### src/rtl/stream_demux_n.sv
// stream_demux_n: 1-to-NCH valid/ready demux with a one-entry register per output channel.
// The select is held for the whole packet. Define STREAM_DEMUX_CNT_EN to add per-channel beat counters.
//
// state  | meaning
// IDLE   | between packets; the next accepted beat routes by s_sel
// LOCKED | inside a multi-beat packet; beats route by lock_sel until s_last
module stream_demux_n #(
  parameter int DW  = 8,
  parameter int NCH = 4,
  localparam int SW = $clog2(NCH)
) (
  input  logic              clk,
  input  logic              rst_n,
  input  logic              s_valid,
  output logic              s_ready,
  input  logic [DW-1:0]     s_data,
  input  logic [SW-1:0]     s_sel,
  input  logic              s_last,
  output logic [NCH-1:0]    m_valid,
  input  logic [NCH-1:0]    m_ready,
  output logic [NCH*DW-1:0] m_data,
  output logic [NCH-1:0]    m_last,
`ifdef STREAM_DEMUX_CNT_EN
  output logic [NCH*16-1:0] beat_cnt,
`endif
  output logic              err_sel
);

  typedef enum logic {IDLE = 1'b0, LOCKED = 1'b1} state_t;

  state_t          state;
  logic [SW-1:0]   lock_sel;
  logic [SW-1:0]   esel;
  logic            in_range;
  logic            accept;
  logic [NCH-1:0]  hit;
  logic [NCH-1:0]  load;
  logic [NCH-1:0]  drain;

  assign esel = (state == LOCKED) ? lock_sel : s_sel;

  // With a power-of-two channel count every select value names a real channel.
  generate
    if ((1 << SW) == NCH) begin : g_pow2
      assign in_range = 1'b1;
    end else begin : g_npow2
      assign in_range = ({1'b0, esel} < (SW+1)'(NCH));
    end
  endgenerate

  always_comb begin
    hit = '0;
    for (int k = 0; k < NCH; k++) begin
      hit[k] = in_range & (esel == SW'(k));
    end
  end

  // Out-of-range beats are always taken so they can be dropped without stalling.
  assign s_ready = rst_n & (~in_range | (|(hit & (~m_valid | m_ready))));
  assign accept  = s_valid & s_ready;
  assign load    = hit & {NCH{accept}};
  assign drain   = m_valid & m_ready;

  always_ff @(posedge clk) begin
    if (!rst_n) begin
      state    <= IDLE;
      lock_sel <= '0;
      m_valid  <= '0;
      m_data   <= '0;
      m_last   <= '0;
      err_sel  <= 1'b0;
    end else begin
      for (int k = 0; k < NCH; k++) begin
        if (load[k]) begin
          m_valid[k]          <= 1'b1;
          m_data[k*DW +: DW]  <= s_data;
          m_last[k]           <= s_last;
        end else if (drain[k]) begin
          m_valid[k] <= 1'b0;
        end
      end
      if (accept && !in_range) begin
        err_sel <= 1'b1;
      end
      case (state)
        IDLE: begin
          if (accept && !s_last) begin
            state    <= LOCKED;
            lock_sel <= s_sel;
          end
        end
        LOCKED: begin
          if (accept && s_last) begin
            state <= IDLE;
          end
        end
        default: state <= IDLE;
      endcase
    end
  end

`ifdef STREAM_DEMUX_CNT_EN
  logic [NCH*16-1:0] cnt;

  // Dropped beats never reach m_valid, so counting handshakes excludes them.
  always_ff @(posedge clk) begin
    if (!rst_n) begin
      cnt <= '0;
    end else begin
      for (int k = 0; k < NCH; k++) begin
        if (drain[k]) begin
          cnt[k*16 +: 16] <= cnt[k*16 +: 16] + 16'd1;
        end
      end
    end
  end

  assign beat_cnt = cnt;
`endif

endmodule
### config.mk
export PLATFORM = sky130hd
export DESIGN_NAME = stream_demux_n
export DESIGN_NICKNAME = d
export VERILOG_FILES = /design/src/rtl/stream_demux_n.sv
export SDC_FILE = /design/constraint.sdc
export NUM_CORES = 1
export LEC_CHECK = 0
export CORE_MARGIN = 10
export CORE_UTILIZATION = 55
export CTS_BUF_LIST = sky130_fd_sc_hd__clkbuf_4
export CTS_CLUSTER_DIAMETER = 60
export DETAILED_ROUTE_END_ITERATION = 10
export DONT_BUFFER_PORTS = 1
export GPL_TIMING_DRIVEN = 0
export PLACE_DENSITY = 0.7
export REMOVE_ABC_BUFFERS = 1
export SYNTH_ARGS = -nofsm -noshare
export SYNTH_HDL_FRONTEND = slang
export SYNTH_SLANG_ARGS = --single-unit
export TNS_END_PERCENT = 30
### constraint.sdc
create_clock -name clk -period 4.5 [get_ports clk]
set_input_delay 0.45 -clock clk [delete_from_list [all_inputs] [get_ports clk]]
set_output_delay 0.45 -clock clk [all_outputs]
set_load 0.05 [all_outputs]
==> impl_metrics.prom, run 1 <==
# TYPE chip_impl_metric gauge
chip_impl_metric{name="grt_pass1_vias",unit=""} 1088
chip_impl_info{name="clock_tree_from_tritoncts",value="yes"} 1
chip_impl_metric{name="final.period_utilization",unit=""} 0.584
chip_impl_metric{name="power_frac_seq",unit=""} 0.651
chip_impl_metric{name="wire_length_of_the_first_global_routing_pass",unit="um"} 5910
chip_impl_metric{name="number_of_standard_cells_after_synthesis",unit=""} 157
chip_impl_metric{name="grt_max_degree",unit=""} 48
chip_impl_metric{name="final-max-slew-violation-count",unit=""} 0
chip_impl_metric{name="grt_remaining_overflow",unit=""} 0
chip_impl_metric{name="pwr_density_cell",unit="mW/mm^2"} 354
chip_impl_metric{name="core_region_area",unit="mm^2"} 0.00305
chip_impl_metric{name="design.portCount",unit=""} 60
chip_impl_metric{name="rel_slew_slack",unit=""} 0.361
chip_impl_metric{name="final_layout_size_suffix_gt1_frac",unit=""} 0.133
chip_impl_metric{name="layout_setup_ws",unit="ps"} 1870
chip_impl_metric{name="postCtsHoldBufs",unit=""} 0
chip_impl_info{name="outcome",value="completed"} 1
chip_impl_metric{name="remaining_drc_errors",unit=""} 0
chip_impl_metric{name="synth.ff_latch_count",unit=""} 43
chip_impl_metric{name="gpl.final_weighted_congestion",unit=""} 0.699
chip_impl_metric{name="vias_per_cell",unit=""} 5.39
chip_impl_info{name="worstHoldPathType",value="primary input to flop"} 1
chip_impl_info{name="grt_setup_unrepaired",value="no"} 1
chip_impl_metric{name="worst_ir_drop_vdd",unit="V"} 0.000250
chip_impl_metric{name="combinationalPowerShare",unit=""} 0.075
chip_impl_metric{name="fp.dieH",unit="um"} 76.5
chip_impl_metric{name="groute.usage.overall",unit=""} 0.128
chip_impl_metric{name="timing.final.hold_violations",unit=""} 0
chip_impl_metric{name="hold_slack",unit="ps"} 224
chip_impl_metric{name="avgSynthCellArea",unit="um^2"} 11.2
chip_impl_metric{name="dr_total_vias",unit=""} 1088
chip_impl_metric{name="ant_nets",unit=""} 0
chip_impl_info{name="end_kind",value="output pin"} 1
chip_impl_metric{name="clk_path_buf_depth",unit=""} 2
chip_impl_metric{name="p_sw_frac",unit=""} 0.279
chip_impl_metric{name="power_leakage",unit="nW"} 0.611
chip_impl_metric{name="floorplan.initialDensity",unit=""} 0.575
chip_impl_metric{name="design.final.nets",unit=""} 175
chip_impl_info{name="most_frequent_standard_cell_in_the_layout_excluding_fill_and_tap_cells",value="dfxtp_1"} 1
chip_impl_metric{name="die_area",unit="mm^2"} 0.00585
chip_impl_metric{name="post-route-min-period",unit="ps"} 2630
chip_impl_metric{name="cts_num_sinks",unit=""} 43
chip_impl_metric{name="routed_wire_length_per_instance",unit="um"} 18.5
chip_impl_metric{name="cts.repair_timing.setup_buffer_count",unit=""} 0
chip_impl_metric{name="power_report.internal_total",unit="uW"} 477
chip_impl_metric{name="synth_cell_type_count",unit=""} 23
chip_impl_metric{name="clock-skew-final",unit="ps"} 9.68
chip_impl_metric{name="arrival",unit="ps"} 2180
chip_impl_metric{name="layout.cells.non_filler",unit=""} 202
chip_impl_metric{name="placed_cells_incl_taps",unit=""} 194
chip_impl_info{name="clk_root_buffer_cell",value="clkbuf_4"} 1
chip_impl_metric{name="floorplan.rows",unit=""} 20
chip_impl_metric{name="clockPowerShare",unit=""} 0.274
chip_impl_metric{name="worstSkewPairLatency",unit="ps"} 350
chip_impl_metric{name="antenna_cells_inserted",unit=""} 0
chip_impl_metric{name="io_buffer_count",unit=""} 0
chip_impl_metric{name="drt_first_pass_iters",unit=""} 4
chip_impl_metric{name="detailedPlacementHpwl",unit="um"} 2820
chip_impl_metric{name="placement.setup.worst_slack",unit="ps"} 2190
chip_impl_metric{name="timing.final.setup_violations",unit=""} 0
chip_impl_metric{name="routed_wirelength",unit="um"} 3740
chip_impl_metric{name="crit_fanout",unit=""} 5
chip_impl_metric{name="initial_antenna_violation_count",unit=""} 0
chip_impl_metric{name="cts_max_level",unit=""} 2
chip_impl_metric{name="die-width",unit="um"} 76.5
chip_impl_metric{name="total_switching_power",unit="uW"} 185
chip_impl_metric{name="post_cts_resized",unit=""} 0
chip_impl_metric{name="cp.required",unit="ps"} 4050
chip_impl_metric{name="fmax",unit="MHz"} 381
chip_impl_metric{name="yosysWarningCount",unit=""} 0
chip_impl_metric{name="total_power",unit="uW"} 661
chip_impl_info{name="criticalPathCategory",value="flop to output pin"} 1
chip_impl_metric{name="syn-cell-area",unit="mm^2"} 0.00176
chip_impl_metric{name="setup-tns-final",unit="ps"} 0
chip_impl_info{name="cp-start-kind",value="flop"} 1
chip_impl_info{name="mostFrequentLayoutCells",value="dfxtp_1 (43), nor2b_1 (40), mux2i_1 (37), clkbuf_4 (5), o21a_1 (4)"} 1
chip_impl_metric{name="initialDrtViolationCount",unit=""} 76
chip_impl_metric{name="cts_buf_count",unit=""} 5
chip_impl_metric{name="max_slew.worst_pin.slew",unit="ps"} 955
chip_impl_metric{name="sequential_fraction_of_the_synthesis_area",unit=""} 0.490
chip_impl_metric{name="clk_pin_slew",unit="ps"} 120
chip_impl_metric{name="area_growth",unit="%"} 6.34
chip_impl_metric{name="maxCapViolCount",unit=""} 0
area by class of cell:
class	count	area, um^2
Clock inverter	3	20.0
Multi-Input combinational cell	102	857
Tap cell	44	55.1
Timing Repair Buffer	3	30.0
Inverter	2	7.51
Fill cell	290	1180
Clock buffer	5	37.5
Sequential cell	43	861
routing by layer:
metal | global-route usage | wire (um)
met1 | 0.128 | 1410
met2 | 0.201 | 1780
met4 | 0.0446 | 38
met5 | 0 | 0
met3 | 0.0955 | 520
cells by family (layout without fill, tap and decap cells):
family | count (synthesis) | count (layout) | synth area share
flops | 43 | 43 | 0.490
buf+inv | 12 | 13 | 0.0363
compound gates | 7 | 7 | 0.0313
other cells | 1 | 1 | 0.00213
simple gates | 52 | 52 | 0.183
mux | 42 | 42 | 0.257
cell usage after synthesis (all sizes together):
library cell  count  area share
nand2             4       0.010
buf               5       0.021
dfxtp            43        0.49
nor3b             1      0.0043
clkbuf            5       0.011
nand3             1      0.0028
a21oi             1      0.0028
a32o              1      0.0057
nor3              2      0.0057
nor4              1      0.0036
inv               2      0.0043
nor4b             1      0.0085
a41o              1      0.0057
o21a              4       0.017
nor2b            40        0.14
mux2              3       0.026
and2              1      0.0036
mux2i            39        0.23
nor2              1      0.0021
conb              1      0.0021
power by group through the flow:
stage	clock, mW	sequential (mW)	combinational, mW
after floorplan	0	0.437	0.0407
after global placement	0	0.439	0.0452
after detailed placement	0	0.440	0.0497
after CTS	0.192	0.431	0.0498
after global routing	0.209	0.432	0.0535
final	0.181	0.430	0.0493
state kept, by name (all words and copies together), names as in the netlist, named ones only:
| register | count |
|---|---|
| m_valid | 4 |
| m_data | 32 |
| m_last | 4 |
| lock_sel | 2 |
worst paths after layout:
| kind | slack (ps) | start | endpoint | cells past startpoint |
|---|---|---|---|---|
| setup / recovery | 1870 | flop | s_ready | 4 |
| hold / removal | 220 | rst_n | m_valid[0]$_SDFFE_PN0P_ | 1 |
| setup reg to reg | 2230 | flop | m_data[22]$_SDFFE_PN0P_ | 5 |
| hold reg to reg | 480 | lock_sel[0]$_SDFFE_PN0P_ | lock_sel[0]$_SDFFE_PN0P_ | 2 |
stage by stage:
stage,area [um^2],util
after detailed placement,1810,0.593
after CTS,1870,0.612
after global routing,1870,0.612
after global placement,1760,0.575
final,1870,0.612
after floorplan,1700,-
critical path: stages (launching register included):
cell     delay (ps)
dfxtp_1         450
mux2_4          370
mux2_4          330
mux2i_4         200
and2_1          480
Note: power is estimated with default switching activity, not from simulation.
==> inputs of run 2 (changes only) <==
--- a/config.mk
+++ b/config.mk
@@ -5,6 +5,7 @@
 export SDC_FILE = /design/constraint.sdc
 export NUM_CORES = 1
 export LEC_CHECK = 0
+export ABC_AREA = 1
 export CORE_MARGIN = 10
 export CORE_UTILIZATION = 55
 export CTS_BUF_LIST = sky130_fd_sc_hd__clkbuf_4
@@ -12,7 +13,7 @@
 export DETAILED_ROUTE_END_ITERATION = 10
 export DONT_BUFFER_PORTS = 1
 export GPL_TIMING_DRIVEN = 0
-export PLACE_DENSITY = 0.7
+export PLACE_DENSITY = 0.73
 export REMOVE_ABC_BUFFERS = 1
 export SYNTH_ARGS = -nofsm -noshare
 export SYNTH_HDL_FRONTEND = slang
==> constraint.sdc (replaced) <==
create_clock -name clk -period 2.3 [get_ports clk]
set_input_delay 0.23 -clock clk [delete_from_list [all_inputs] [get_ports clk]]
set_output_delay 0.23 -clock clk [all_outputs]
set_load 0.05 [all_outputs]
==> run 2 against run 1 <==
Against the previous run: sequential share of layout area shrank 0.82 points; hold slack lost 220 ps; synthesized area grew 3.1%; die area grew 2.3%; via count grew 53%; critical path type unchanged; worst setup slack lost 1700 ps; non-clock buffer count shrank 1; highest routed layer unchanged; register-to-register slack lost 2000 ps; flip-flop and latch count is the same; sequential power grew 94%; routed wire length grew 41%.
==> impl_metrics.prom, run 2 <==
# TYPE chip_impl_metric gauge
chip_impl_metric{name="power_leakage",unit="nW"} 0.655
chip_impl_metric{name="floorplan.initialDensity",unit=""} 0.584
chip_impl_info{name="synth.top_cells.by_area",value="dfxtp_1 (48%), nand4_1 (13%), a21oi_1 (11%)"} 1
chip_impl_metric{name="remaining_drc_errors",unit=""} 0
chip_impl_metric{name="worst_ir_drop_vdd",unit="V"} 0.000358
chip_impl_metric{name="post-route-min-period",unit="ps"} 2110
chip_impl_metric{name="final.period_utilization",unit=""} 0.917
chip_impl_metric{name="final_core_utilization",unit=""} 0.613
chip_impl_metric{name="grt_max_degree",unit=""} 46
chip_impl_metric{name="detailedPlacementHpwl",unit="um"} 3460
chip_impl_metric{name="initialDrtViolationCount",unit=""} 129
chip_impl_metric{name="antenna_cells_inserted",unit=""} 0
chip_impl_metric{name="synth_adder_area_share",unit=""} 0
chip_impl_metric{name="gpl.final_weighted_congestion",unit=""} 0.825
chip_impl_metric{name="post_synth_and_or_nand_nor_area_fraction",unit=""} 0.328
chip_impl_metric{name="cts_buf_count",unit=""} 5
chip_impl_metric{name="parity_gate_share_of_the_synthesized_area_counting_xor_and_xnor_cells",unit=""} 0
chip_impl_metric{name="synth.ff_latch_count",unit=""} 43
chip_impl_metric{name="fmax",unit="MHz"} 474
chip_impl_metric{name="clk_pin_slew",unit="ps"} 120
chip_impl_metric{name="grt_pass1_vias",unit=""} 1605
chip_impl_metric{name="wire_length_of_the_first_global_routing_pass",unit="um"} 8430
chip_impl_metric{name="cp.required",unit="ps"} 2070
chip_impl_metric{name="die_area",unit="mm^2"} 0.00599
chip_impl_metric{name="timing.final.hold_violations",unit=""} 0
chip_impl_metric{name="arrival",unit="ps"} 1880
chip_impl_metric{name="grt_remaining_overflow",unit=""} 0
chip_impl_metric{name="clock-skew-final",unit="ps"} 11.5
chip_impl_metric{name="post-synth-top-area-fraction",unit=""} 0.475
chip_impl_metric{name="core_region_area",unit="mm^2"} 0.00310
chip_impl_metric{name="cts_num_sinks",unit=""} 43
chip_impl_info{name="cp-start-kind",value="flop"} 1
chip_impl_info{name="end_kind",value="output pin"} 1
chip_impl_info{name="worstHoldPathType",value="primary input to flop"} 1
chip_impl_metric{name="floorplan.rows",unit=""} 20
chip_impl_info{name="grt_setup_unrepaired",value="no"} 1
chip_impl_metric{name="total_switching_power",unit="uW"} 431
chip_impl_info{name="outcome",value="completed"} 1
chip_impl_metric{name="maxCapViolCount",unit=""} 0
chip_impl_metric{name="syn-cell-area",unit="mm^2"} 0.00181
chip_impl_info{name="synth.cells.most_frequent",value="nand2_1 (53), dfxtp_1 (43), a21oi_1 (41)"} 1
chip_impl_metric{name="worstSkewPairLatency",unit="ps"} 350
chip_impl_metric{name="rel_slew_slack",unit=""} 0.500
chip_impl_info{name="biggestRegsByFlops",value="m_data: 32 flops, m_last: 4 flops, m_valid: 4 flops"} 1
chip_impl_metric{name="ant_nets",unit=""} 0
chip_impl_metric{name="ys_async_sr_fraction",unit=""} 0
chip_impl_metric{name="routed_wire_length_per_instance",unit="um"} 19.5
chip_impl_info{name="critical_path.reg2reg.endpoint",value="m_data[9]$_SDFFE_PN0P_"} 1
chip_impl_metric{name="combinationalPowerShare",unit=""} 0.129
chip_impl_metric{name="sequential_fraction_of_the_synthesis_area",unit=""} 0.475
chip_impl_metric{name="area_growth",unit="%"} 4.97
chip_impl_metric{name="hold_slack",unit="ps"} 7.83
chip_impl_metric{name="cts.repair_timing.setup_buffer_count",unit=""} 0
chip_impl_metric{name="fp.dieH",unit="um"} 77.4
chip_impl_info{name="synth.largest_area_cell",value="dfxtp_1"} 1
chip_impl_metric{name="max_slew.worst_pin.slew",unit="ps"} 745
chip_impl_metric{name="vias_per_cell",unit=""} 6.15
chip_impl_metric{name="crit_fanout",unit=""} 7
chip_impl_metric{name="synth_compound_gate_area_share",unit=""} 0.122
chip_impl_metric{name="whs_path_depth",unit=""} 2
chip_impl_metric{name="flip_flop_count_of_the_largest_register_after_layout",unit=""} 32
chip_impl_metric{name="reg2regPathDepth",unit=""} 8
chip_impl_metric{name="avgSynthCellArea",unit="um^2"} 7.91
chip_impl_metric{name="clk_path_buf_depth",unit=""} 2
chip_impl_metric{name="yosysWarningCount",unit=""} 0
chip_impl_metric{name="die-width",unit="um"} 77.4
chip_impl_metric{name="dr_total_vias",unit=""} 1666
chip_impl_info{name="criticalPathCategory",value="flop to output pin"} 1
chip_impl_metric{name="synth_edf_count",unit=""} 0
chip_impl_info{name="clock_tree_from_tritoncts",value="yes"} 1
chip_impl_metric{name="count_of_fill_cells_added_during_filler_insertion",unit=""} 298
chip_impl_metric{name="setup-tns-final",unit="ps"} 0
chip_impl_metric{name="layout.cells.non_filler",unit=""} 271
chip_impl_metric{name="io_buffer_count",unit=""} 0
chip_impl_metric{name="clockPowerShare",unit=""} 0.253
chip_impl_metric{name="p_sw_frac",unit=""} 0.320
chip_impl_metric{name="routed_wirelength",unit="um"} 5270
chip_impl_info{name="critical_path.reg2reg.startpoint",value="m_valid[1]$_SDFFE_PN0P_"} 1
chip_impl_info{name="largest_register_by_flop_count",value="m_data"} 1
chip_impl_metric{name="regToRegSetupSlack",unit="ps"} 260
chip_impl_metric{name="multi_input_area",unit="um^2"} 853
chip_impl_metric{name="number_of_standard_cells_after_synthesis",unit=""} 229
chip_impl_metric{name="synth_cell_type_count",unit=""} 18
chip_impl_info{name="clk_root_buffer_cell",value="clkbuf_4"} 1
chip_impl_info{name="hold_end",value="lock_sel[0]$_SDFFE_PN0P_"} 1
chip_impl_info{name="leading_cell_type_by_number_of_instances_after_synthesis",value="nand2_1"} 1
chip_impl_metric{name="cts_max_level",unit=""} 2
chip_impl_info{name="synth_ff_type",value="dfxtp_1"} 1
chip_impl_metric{name="final_area",unit="mm^2"} 0.00190
chip_impl_metric{name="power_frac_seq",unit=""} 0.618
chip_impl_metric{name="timing.final.setup_violations",unit=""} 0
chip_impl_metric{name="design.portCount",unit=""} 60
chip_impl_metric{name="final_layout_size_suffix_gt1_frac",unit=""} 0.115
chip_impl_metric{name="initial_antenna_violation_count",unit=""} 0
chip_impl_metric{name="sequential_cell_area",unit="um^2"} 861
chip_impl_metric{name="final-max-slew-violation-count",unit=""} 0
chip_impl_metric{name="pwr_density_cell",unit="mW/mm^2"} 708
chip_impl_metric{name="design.final.nets",unit=""} 245
chip_impl_metric{name="power_report.internal_total",unit="uW"} 916
chip_impl_metric{name="groute.usage.overall",unit=""} 0.169
chip_impl_metric{name="synth.mux.area_fraction",unit=""} 0
chip_impl_metric{name="placed_cell_area",unit="mm^2"} 0.00178
chip_impl_metric{name="placed_cells_incl_taps",unit=""} 259
chip_impl_info{name="mostFrequentLayoutCells",value="nand2_1 (53), dfxtp_1 (43), a21oi_1 (41), nand4_1 (37), inv_1 (10)"} 1
chip_impl_info{name="timing.hold.worst.start",value="rst_n"} 1
chip_impl_info{name="most_frequent_standard_cell_in_the_layout_excluding_fill_and_tap_cells",value="nand2_1"} 1
chip_impl_info{name="largest_family_of_logic_cells_by_synthesized_area",value="simple AND/OR/NAND/NOR gates"} 1
chip_impl_metric{name="drt_first_pass_iters",unit=""} 4
[run 2: cell types whose count changed after synthesis, sizes merged, moves of 3 or more]
cell / delta
inv: +10
mux2: -3
o21a: -4
nand4: +41
nor2b: -40
nor2: +9
mux2i: -39
nand3: +6
nand2: +54
a21oi: +41
[run 2: layout make-up]
class,instances,area share
Timing Repair Buffer,2,0.0197
Inverter,13,0.0257
Clock buffer,5,0.0197
Sequential cell,43,0.453
Clock inverter,2,0.00461
Multi-Input combinational cell,162,0.449
Tap cell,44,0.0289
[run 2: timing repair]
item,4_1_cts,5_1_grt
hold buffers,1,0
hold endpoints to repair,1,0
gates resized for setup,0,1
endpoints found under the setup margin,37,10
cloned,3,0
[run 2: logic make-up (layout without fill, tap and decap cells)]
group                  Yosys count  count (layout)
flip-flops                      43              43
AND/OR/NAND/NOR                116             116
AO/OA/AOI/OAI                   42              45
other                            1               1
buffers and inverters           27              22
[run 2: worst max-delay path, stage by stage, from the launching register on]
cell and delay [ps]:
dfxtp_1 400, inv_2 130, nand2_1 80, nand2_2 120
nand3_1 90, nand2_1 70, inv_1 150, a21oi_4 490
[run 2: through the flow]
stage / worst slack, ps / power, mW
3_5_place_dp: -634 / 0.995
2_1_floorplan: 121 / 0.961
6_report: 191 / 1.35
5_1_grt: 34.9 / 1.40
3_3_place_gp: -528 / 0.988
4_1_cts: 19.1 / 1.34
[run 2: worst max-delay path by stage]
stage               startpoint                       to  cells past startpoint
floorplan                rst_n   m_data[0]$_SDFFE_PN0P_                      4
detailed placement       rst_n  m_data[22]$_SDFFE_PN0P_                      4
CTS                      rst_n  m_data[10]$_SDFFE_PN0P_                      4
global placement         rst_n  m_data[22]$_SDFFE_PN0P_                      4
finish                    flop                  s_ready                      7
global route              flop                  s_ready                      7
[run 2: per-layer routing]
| layer | part of all wire | vias up | GRT usage |
|---|---|---|---|
| li1 | - | 805 | - |
| met1 | 0.38 | 785 | 0.182 |
| met2 | 0.49 | 62 | 0.279 |
| met3 | 0.10 | 14 | 0.0910 |
| met4 | 0.018 | 0 | 0.0566 |
| met5 | 0 | - | 0 |
[run 2: power groups by stage]
stage	Clock [mW]	Combinational [mW]	Sequential [mW]
3_3_place_gp	0	0.138	0.850
5_1_grt	0.377	0.190	0.836
3_5_place_dp	0	0.144	0.851
6_report	0.340	0.174	0.833
2_1_floorplan	0	0.116	0.845
4_1_cts	0.342	0.162	0.834
==> inputs of run 3 (changes only) <==
--- a/config.mk
+++ b/config.mk
@@ -13,6 +13,7 @@
 export DETAILED_ROUTE_END_ITERATION = 10
 export DONT_BUFFER_PORTS = 1
 export GPL_TIMING_DRIVEN = 0
+export HOLD_SLACK_MARGIN = 0.05
 export PLACE_DENSITY = 0.73
 export REMOVE_ABC_BUFFERS = 1
 export SYNTH_ARGS = -nofsm -noshare
==> constraint.sdc (replaced) <==
create_clock -name clk -period 1.9 [get_ports clk]
set_input_delay 0.19 -clock clk [delete_from_list [all_inputs] [get_ports clk]]
set_output_delay 0.19 -clock clk [all_outputs]
set_load 0.05 [all_outputs]
==> run 3 against run 2 <==
Against the previous run: the flow now finishes with violations (setup timing); first-iteration DRC count grew 44%; register-to-register slack lost 240 ps; worst setup slack lost 210 ps; cell count grew 7.4%; clock power grew 21%; sequential share of layout area shrank 4.8 points; total power grew 27%; hold slack gained 83 ps; routed wire length grew 10%; flip-flop and latch count is the same; critical path depth is the same; die area is the same; largest cell class is now multi-input gates.
==> impl_metrics.prom, run 3 (same netlist as run 2, synthesis figures left out) <==
# TYPE chip_impl_metric gauge
chip_impl_metric{name="cp.required",unit="ps"} 1710
chip_impl_metric{name="final_area",unit="mm^2"} 0.00215
chip_impl_metric{name="clock-skew-final",unit="ps"} 13.4
chip_impl_metric{name="worstSkewPairLatency",unit="ps"} 350
chip_impl_metric{name="final-max-slew-violation-count",unit=""} 0
chip_impl_metric{name="wire_length_of_the_first_global_routing_pass",unit="um"} 9060
chip_impl_metric{name="fmax",unit="MHz"} 521
chip_impl_metric{name="routed_wire_length_per_instance",unit="um"} 20.0
chip_impl_metric{name="cts_buf_count",unit=""} 5
chip_impl_metric{name="rel_slew_slack",unit=""} 0.588
chip_impl_metric{name="grtUsageMet3",unit=""} 0.0772
chip_impl_info{name="criticalPathCategory",value="flop to output pin"} 1
chip_impl_metric{name="ant_nets",unit=""} 0
chip_impl_metric{name="core_region_area",unit="mm^2"} 0.00310
chip_impl_metric{name="layout_setup_ws",unit="ps"} -18.5
chip_impl_metric{name="power_leakage",unit="nW"} 0.753
chip_impl_metric{name="clk_pin_slew",unit="ps"} 130
chip_impl_metric{name="grt_max_degree",unit=""} 46
chip_impl_info{name="clock_tree_from_tritoncts",value="yes"} 1
chip_impl_metric{name="max_slew.worst_pin.slew",unit="ps"} 618
chip_impl_metric{name="total_power",unit="mW"} 1.72
chip_impl_metric{name="timing.final.setup_violations",unit=""} 1
chip_impl_metric{name="initialDrtViolationCount",unit=""} 186
chip_impl_info{name="failing_checks",value="setup timing"} 1
chip_impl_metric{name="design.portCount",unit=""} 60
chip_impl_info{name="cp-start-kind",value="flop"} 1
chip_impl_info{name="most_frequent_standard_cell_in_the_layout_excluding_fill_and_tap_cells",value="nand2_1"} 1
chip_impl_metric{name="die_area",unit="mm^2"} 0.00599
chip_impl_info{name="worstHoldPathType",value="primary input to flop"} 1
chip_impl_metric{name="vias_per_cell",unit=""} 6.11
chip_impl_metric{name="cts_max_level",unit=""} 2
chip_impl_metric{name="cpPeakStageDelay",unit="ps"} 470
chip_impl_info{name="crit_top_cell",value="nand2_2"} 1
chip_impl_metric{name="area_growth",unit="%"} 18.6
chip_impl_metric{name="io_buffer_count",unit=""} 0
chip_impl_metric{name="antenna_cells_inserted",unit=""} 0
chip_impl_metric{name="arrival",unit="ps"} 1730
chip_impl_metric{name="drt_first_pass_iters",unit=""} 5
chip_impl_metric{name="timing.final.hold_violations",unit=""} 0
chip_impl_info{name="end_kind",value="output pin"} 1
chip_impl_metric{name="crit_fanout",unit=""} 7
chip_impl_metric{name="design.final.nets",unit=""} 265
chip_impl_metric{name="remaining_drc_errors",unit=""} 0
chip_impl_metric{name="groute.usage.overall",unit=""} 0.181
chip_impl_metric{name="detailedPlacementHpwl",unit="um"} 3460
chip_impl_metric{name="routed_wirelength",unit="um"} 5810
chip_impl_metric{name="pwr_density_cell",unit="mW/mm^2"} 798
chip_impl_metric{name="grt_remaining_overflow",unit=""} 0
chip_impl_metric{name="worst_ir_drop_vdd",unit="V"} 0.000445
chip_impl_metric{name="clk_path_buf_depth",unit=""} 2
chip_impl_info{name="biggestRegsByFlops",value="m_data: 32 flops, m_last: 4 flops, m_valid: 4 flops"} 1
chip_impl_info{name="clk_root_buffer_cell",value="clkbuf_4"} 1
chip_impl_metric{name="floorplan.initialDensity",unit=""} 0.584
chip_impl_metric{name="fp.dieH",unit="um"} 77.4
chip_impl_metric{name="grt_pass1_vias",unit=""} 1785
chip_impl_metric{name="placed_cell_area",unit="mm^2"} 0.00178
chip_impl_metric{name="maxCapViolCount",unit=""} 0
chip_impl_info{name="largest_register_by_flop_count",value="m_data"} 1
chip_impl_metric{name="cts_num_sinks",unit=""} 43
chip_impl_metric{name="met1_routing_resource_usage_after_global_routing",unit=""} 0.199
chip_impl_metric{name="dr_total_vias",unit=""} 1779
chip_impl_metric{name="floorplan.rows",unit=""} 20
chip_impl_metric{name="flip_flop_count_of_the_largest_register_after_layout",unit=""} 32
chip_impl_metric{name="die-width",unit="um"} 77.4
chip_impl_metric{name="final.period_utilization",unit=""} 1.01
chip_impl_metric{name="gpl.final_weighted_congestion",unit=""} 0.825
chip_impl_info{name="grt_setup_unrepaired",value="yes"} 1
chip_impl_info{name="mostFrequentLayoutCells",value="nand2_1 (48), a21oi_1 (41), dfxtp_1 (38), nand4_1 (37), dlygate4sd3_1 (15)"} 1
chip_impl_metric{name="final_layout_size_suffix_gt1_frac",unit=""} 0.186
chip_impl_info{name="critical_path.cell_chain",value="inv_6 > nand2_2 > nand2_4 > nand3_2 > nand2_2 > clkinv_4 > a21oi_4"} 1
chip_impl_info{name="outcome",value="finished with violations"} 1
chip_impl_info{name="critical_path.slowest_cell",value="a21oi_4"} 1
chip_impl_metric{name="initial_antenna_violation_count",unit=""} 0
chip_impl_metric{name="post-route-min-period",unit="ps"} 1920
chip_impl_metric{name="use_met2",unit=""} 0.303
chip_impl_info{name="grt_busiest_layer",value="met2"} 1
## run 3: changes by cell type in the layout (fill, tap and decap cells not counted), moves of 4 or more
| cell | before | now |
|---|---|---|
| nand2_1 | 53 | 48 |
| dlygate4sd3_1 | 1 | 15 |
| dfxtp_1 | 43 | 38 |
| dfxtp_2 | 0 | 4 |
| buf_4 | 0 | 6 |
| nand2_4 | 0 | 4 |
## run 3: final cells by class
type | count | area [um^2]
tap | 44 | 55.1
multi-input combinational | 162 | 901
timing repair buffer | 22 | 215
sequential | 43 | 870
fill | 279 | 953
clock buffer | 5 | 37.5
inverter | 13 | 62.6
clock inverter | 2 | 8.76
## run 3: routing by layer
| layer | vias to the layer above | share of wire |
|---|---|---|
| met5 | - | 0 |
| met4 | 0 | 0.017 |
| li1 | 842 | - |
| met1 | 852 | 0.39 |
| met2 | 71 | 0.50 |
| met3 | 14 | 0.094 |
## run 3: stage by stage
stage / TNS [ps] / worst slack [ps] / std cells / util / hold WS, ps
final: -18.5 / -18.5 / 291 / 0.693 / 90.5
after global routing: -661 / -86.5 / 291 / 0.693 / 93.4
after CTS: 0 / 4.09 / 285 / 0.660 / 50.2
after detailed placement: -34080 / -994 / 259 / 0.575 / 323
after global placement: -30220 / -888 / 259 / 0.575 / 315
after floorplan: -8640 / -239 / 215 / - / 311
## run 3: timing repair
item / 4_1_cts / 5_1_grt
gates cloned: 3 / 0
resized for setup: 12 / 14
hold endpoints to repair: 43 / 1
buffers inserted: 1 / 5
pin swaps: 2 / 6
hold buffers: 15 / 1
setup endpoints to repair: 37 / 29
## run 3: path summary, 6_finish.rpt
path,startpoint,to,slack (ps),cells after the start
min reg2reg,lock_sel[1]$_SDFFE_PN0P_,lock_sel[1]$_SDFFE_PN0P_,520,2
max reg2reg,flop,m_data[5]$_SDFFE_PN0P_,20,10
max,flop,s_ready,-20,7
min,s_last,lock_sel[1]$_SDFFE_PN0P_,90,4
## run 3: where the power goes
group	leakage, nW	internal (mW)	switching, mW
logic	0.374	0.0935	0.201
clock network	0.0285	0.132	0.280
registers	0.350	0.924	0.0859
total	0.753	1.15	0.567
## run 3: worst max-delay path: cells and delay by family, from the launching register on
kind            cells  cell delay [ps]
buf+inv             2              170
flops               1              400
simple gates        4              340
compound gates      1              470
